### src/rtl/id_ex_stage.sv
// ID->EX pipeline register: valid/ready handshake, load-use bubble, flush.
// Optional ID_EX_STATS_EN adds bubble_cnt_o / flush_cnt_o counters.
//
// Ports:
//   clk, rst                 clock, synchronous active-high reset
//   flush_i                  kill held and incoming instruction
//   in_valid_i / in_ready_o  decode-side handshake
//   pc_i ctrl_i imm_i        decoded payload
//   rs1/rs2/rd_addr_i        register addresses
//   rs1/rs2_data_i           register-file read data
//   out_valid_o/out_ready_i  EX-side handshake
//   *_o payload              registered copy of the inputs
//   hazard_o                 load-use stall this cycle
//   bubble_cnt_o flush_cnt_o (ID_EX_STATS_EN only) saturating counters
module id_ex_stage #(
  parameter int XLEN   = 32,
  parameter int RA_W   = 5,
  parameter int CTRL_W = 24
) (
  input  logic              clk,
  input  logic              rst,
  input  logic              flush_i,
  input  logic              in_valid_i,
  output logic              in_ready_o,
  input  logic [XLEN-1:0]   pc_i,
  input  logic [CTRL_W-1:0] ctrl_i,
  input  logic [XLEN-1:0]   imm_i,
  input  logic [RA_W-1:0]   rs1_addr_i,
  input  logic [RA_W-1:0]   rs2_addr_i,
  input  logic [RA_W-1:0]   rd_addr_i,
  input  logic [XLEN-1:0]   rs1_data_i,
  input  logic [XLEN-1:0]   rs2_data_i,
  output logic              out_valid_o,
  input  logic              out_ready_i,
  output logic [XLEN-1:0]   pc_o,
  output logic [CTRL_W-1:0] ctrl_o,
  output logic [XLEN-1:0]   imm_o,
  output logic [RA_W-1:0]   rs1_addr_o,
  output logic [RA_W-1:0]   rs2_addr_o,
  output logic [RA_W-1:0]   rd_addr_o,
  output logic [XLEN-1:0]   rs1_data_o,
  output logic [XLEN-1:0]   rs2_data_o,
  output logic              hazard_o
`ifdef ID_EX_STATS_EN
  ,
  output logic [31:0]       bubble_cnt_o,
  output logic [31:0]       flush_cnt_o
`endif
);

  // control word: {rmem, wmem, wen, ...} from the MSB down
  localparam int RMEM_BIT = CTRL_W - 1;
  localparam int WEN_BIT  = CTRL_W - 3;

  logic adv;
  logic held_load;
  logic rd_match;

  assign adv = !out_valid_o || out_ready_i;

  assign held_load = out_valid_o
                  && ctrl_o[RMEM_BIT]
                  && ctrl_o[WEN_BIT]
                  && (rd_addr_o != '0);

  assign rd_match = (rd_addr_o == rs1_addr_i)
                 || (rd_addr_o == rs2_addr_i);

  assign hazard_o = held_load && in_valid_i && rd_match;

  // a flush swallows the incoming instruction, so it is always ready
  assign in_ready_o = rst || flush_i || (adv && !hazard_o);

  always_ff @(posedge clk) begin
    if (rst) begin
      out_valid_o <= 1'b0;
      pc_o        <= '0;
      ctrl_o      <= '0;
      imm_o       <= '0;
      rs1_addr_o  <= '0;
      rs2_addr_o  <= '0;
      rd_addr_o   <= '0;
      rs1_data_o  <= '0;
      rs2_data_o  <= '0;
    end else if (flush_i) begin
      out_valid_o <= 1'b0;
    end else if (hazard_o) begin
      // held load drains to EX; dependent stays upstream
      if (adv) out_valid_o <= 1'b0;
    end else if (adv) begin
      out_valid_o <= in_valid_i;
      if (in_valid_i) begin
        pc_o       <= pc_i;
        ctrl_o     <= ctrl_i;
        imm_o      <= imm_i;
        rs1_addr_o <= rs1_addr_i;
        rs2_addr_o <= rs2_addr_i;
        rd_addr_o  <= rd_addr_i;
        rs1_data_o <= rs1_data_i;
        rs2_data_o <= rs2_data_i;
      end
    end
  end

`ifdef ID_EX_STATS_EN
  logic bubble_ev;
  logic flush_ev;

  assign bubble_ev = hazard_o && adv && !flush_i;
  assign flush_ev  = flush_i && (out_valid_o || in_valid_i);

  always_ff @(posedge clk) begin
    if (rst) begin
      bubble_cnt_o <= '0;
      flush_cnt_o  <= '0;
    end else begin
      if (bubble_ev && (bubble_cnt_o != 32'hFFFF_FFFF))
        bubble_cnt_o <= bubble_cnt_o + 32'd1;
      if (flush_ev && (flush_cnt_o != 32'hFFFF_FFFF))
        flush_cnt_o <= flush_cnt_o + 32'd1;
    end
  end
`endif

endmodule

### config.mk
export PLATFORM = sky130hd
export DESIGN_NAME = id_ex_stage
export DESIGN_NICKNAME = d
export VERILOG_FILES = /design/src/rtl/id_ex_stage.sv
export SDC_FILE = /design/constraint.sdc
export NUM_CORES = 1
export LEC_CHECK = 0
export ABC_AREA = 1
export CAP_MARGIN = 20
export CELL_PAD_IN_SITES_DETAIL_PLACEMENT = 0
export CELL_PAD_IN_SITES_GLOBAL_PLACEMENT = 1
export CORE_MARGIN = 1.5
export CORE_UTILIZATION = 26
export DETAILED_ROUTE_END_ITERATION = 12
export GPL_ROUTABILITY_DRIVEN = 0
export HOLD_SLACK_MARGIN = 0.02
export PLACE_DENSITY = 0.77
export SYNTH_ARGS = -nofsm -noshare
export SYNTH_HDL_FRONTEND = slang
export SYNTH_SLANG_ARGS = --single-unit
### constraint.sdc
create_clock -name clk -period 1.55 [get_ports clk]
set_input_delay 0.31 -clock clk [delete_from_list [all_inputs] [get_ports clk]]
set_output_delay 0.31 -clock clk [all_outputs]
set_load 0.01 [all_outputs]
==> results_dict.tcl <==
set metrics [dict create \
    ios 342 \
    dp_hpwl_um 20100 \
    min_from "rs1_addr_i[3]" \
    drc 0 \
    skew_ns 0.0106 \
    final_cell_mix "402 x inv_1, 246 x nand2_1, 170 x clkdlybuf4s50_1" \
    yosys_warnings 0 \
    setup_viol_count_final 170 \
    fin_ws_ns -0.411 \
    clkLatencyLatePin_ns 0.45 \
    cts_tree "done" \
    final-seq-area_um2 3380 \
    drt_iter0_markers 390 \
    io_buffers 341 \
    first_pass_iters 4 \
    end_kind "register" \
    initial_core_util_pct 26.3 \
    hold_viol 0 \
    grt_start_max_net_pins 93 \
    via_per_inst 4.21 \
    tightest_slew_ns 0.504 \
    met1Wirelength_um 15500 \
    fillerInstances 3488 \
    rows 67 \
    rsz0062_at_grt "true" \
    cap_violations 0 \
    met2_length_um 16000 \
    max_slew_margin_pct 66.4 \
    route.met3.wl_um 2670 \
    power.leakage_nw 8.54 \
    grt-ovfl-total 0 \
    violations "negative setup slack" \
    status "finished, violations left" \
    ys_seq_elements 168 \
    drive_gt1_share_pct 21.4 \
    grt.total_usage_pct 19.2 \
    antenna_found_initial 1 \
    netlist_instances 1479 \
    ys_top_cells_by_area "dfxtp_1 38%, inv_1 21%, nand2_1 15%, nand4_1 12%, nor2_1 7.5%" \
    r2r_setup_slack_ns -0.40 \
    synth_area_per_cell_um2 5.94 \
    syn_area_um2 8790 \
    power_density_nw_per_um2 784 \
    clkSinkCount 168 \
    period_share_pct 127 \
    cts_hold_buf 0 \
    final_common_cell "inv_1" \
    min_delay_worst_endpoint "rs1_addr_o[3]$_SDFFE_PP0P_" \
    slew_viol_final 0 \
    clk_path_buf_depth 2 \
    final_util_pct 46.2 \
    hp-class "input pin to register" \
    start_kind "input pin" \
    wl_per_cell_um 14.9 \
    r2r-start "rd_addr_o[0]$_SDFFE_PP0P_" \
    coreArea_um2 33400 \
    hold_depth 6 \
    ant_nets 0 \
    synth_top_area_share_pct 38.3 \
    yosysSeqAreaShare_pct 38.3 \
    fin_crit_ns 1.96 \
    criticalPathCategory "input pin to register" \
    critical_path_required_ns 1.90 \
    r2r_cells 16 \
    dr.max_layer_used "met4" \
    arrival_ns 2.31 \
    yosysUniqueCellTypes 19 \
    grt_pass1_vias 9361 \
    cts_root_buf "clkbuf_16" \
    synth_nets 1651 \
    die_x_um 187 \
    dieArea_um2 34900 \
    fin_nets 2040 \
    area_growth_syn_to_layout_pct 75.3 \
    grt_pass1_wl_um 52700 \
    r2r_end "ctrl_o[20]$_SDFFE_PP0P_" \
    multiInputGateArea_um2 3810 \
    clkTransAtPathRegs_ns 0.07 \
    yosys.area.top_type "dfxtp_1" \
    cp_max_fo 8 \
    vdd_ir_drop_max_mv 0.725 \
    die_y_um 187 \
    routed_wl_um 34800 \
    fin_tns_setup_ns -57.68 \
    dr_total_vias 9804 \
    numCtsBuffers 17 \
    cts_max_level 4 \
    fmax_mhz 510 \
]
==> registers in the layout, summed over array words and instances, names as in the netlist <==
signal and cells:
rd_addr_o 5, rs2_addr_o 5, ctrl_o 24, pc_o 32, imm_o 32, rs1_data_o 32
rs1_addr_o 5, rs2_data_o 32, out_valid_o 1
==> per-layer routing <==
| metal | global-route usage, % | up-vias |
|---|---|---|
| li1 | - | 5022 |
| met1 | 23.9 | 4454 |
| met2 | 31.5 | 288 |
| met3 | 6.45 | 40 |
| met4 | 5.74 | 0 |
| met5 | 0 | - |
==> worst max-delay path: stages <==
cell	delay, ns
clkdlybuf4s50_1	0.49
inv_1	0.06
nand2_1	0.07
nand2_2	0.05
nor2_2	0.10
nand3_1	0.09
nand2_2	0.16
nand2_8	0.08
buf_6	0.12
buf_8	0.13
buf_6	0.11
nand3_4	0.10
buf_12	0.15
buf_16	0.16
nand2_4	0.05
inv_2	0.05
nor2_2	0.02
==> repair_timing <==
action	in CTS	in global routing
gates cloned	29	10
buffers inserted	25	14
resized for setup	260	313
pin swaps	13	67
endpoints found under the setup margin	338	171
==> where the power goes <==
part / total, mW / switching (mW) / internal (mW)
clock: 4.25 / 1.99 / 2.26
sequential: 4.78 / 0.159 / 4.62
combinational: 3.05 / 1.55 / 1.50
total: 12.1 / 3.70 / 8.38
==> worst max-delay path by stage <==
| stage | from | to | slack, ns | depth (start not counted) |
|---|---|---|---|---|
| 6_report | rs1_addr_i[0] | ctrl_o[20]$_SDFFE_PP0P_ | -0.41 | 17 |
| 3_3_place_gp | rs2_addr_i[0] | in_ready_o | -0.81 | 11 |
| 3_5_place_dp | rs1_addr_i[3] | ctrl_o[22]$_SDFFE_PP0P_ | -0.83 | 14 |
| 2_1_floorplan | rd_addr_o[1]$_SDFFE_PP0P_ | in_ready_o | 0.007 | 10 |
| 5_1_grt | rd_addr_o[0]$_SDFFE_PP0P_ | ctrl_o[20]$_SDFFE_PP0P_ | -0.53 | 16 |
| 4_1_cts | rd_addr_o[0]$_SDFFE_PP0P_ | in_ready_o | -0.44 | 8 |
==> cell usage after synthesis <==
cell / instances
a21oi_1: 1
buf_1: 14
buf_2: 28
buf_4: 4
clkbuf_1: 44
clkinv_1: 1
dfxtp_1: 168
inv_1: 502
inv_2: 5
nand2_1: 358
nand2_2: 1
nand3_1: 3
nand3_2: 1
nand4_1: 168
nor2_1: 176
nor2_2: 1
nor3_1: 1
o21bai_1: 1
xnor2_1: 2
==> stage by stage <==
step	worst slack [ns]	hold WS (ns)	instances	cell area (um^2)	power, mW
after global placement	-0.812	0.494	2234	13000	7.55
after CTS	-0.438	0.477	2320	14600	11.9
after floorplan	0.00750	0.455	1479	8800	6.10
final	-0.411	0.404	2330	15400	12.1
after detailed placement	-0.830	0.497	2234	13000	7.57
after global routing	-0.527	0.458	2330	15400	12.7
==> cell families after synthesis <==
family	Yosys count	share of synthesized area (%)
buffers and inverters	598	26.1
flip-flops	168	38.3
AND/OR/NAND/NOR	709	35.3
AO/OA/AOI/OAI	2	0.142
XOR/XNOR	2	0.199
==> cell type report <==
type	count	share of cell area, %
Inverter	508	12.5
Clock inverter	14	0.796
Clock buffer	18	2.85
Antenna cell	1	0.0162
Multi-Input combinational cell	715	24.7
Tap cell	448	3.64
Timing Repair Buffer	458	33.5
Sequential cell	168	21.9
Power figures use the tool's default switching activity.
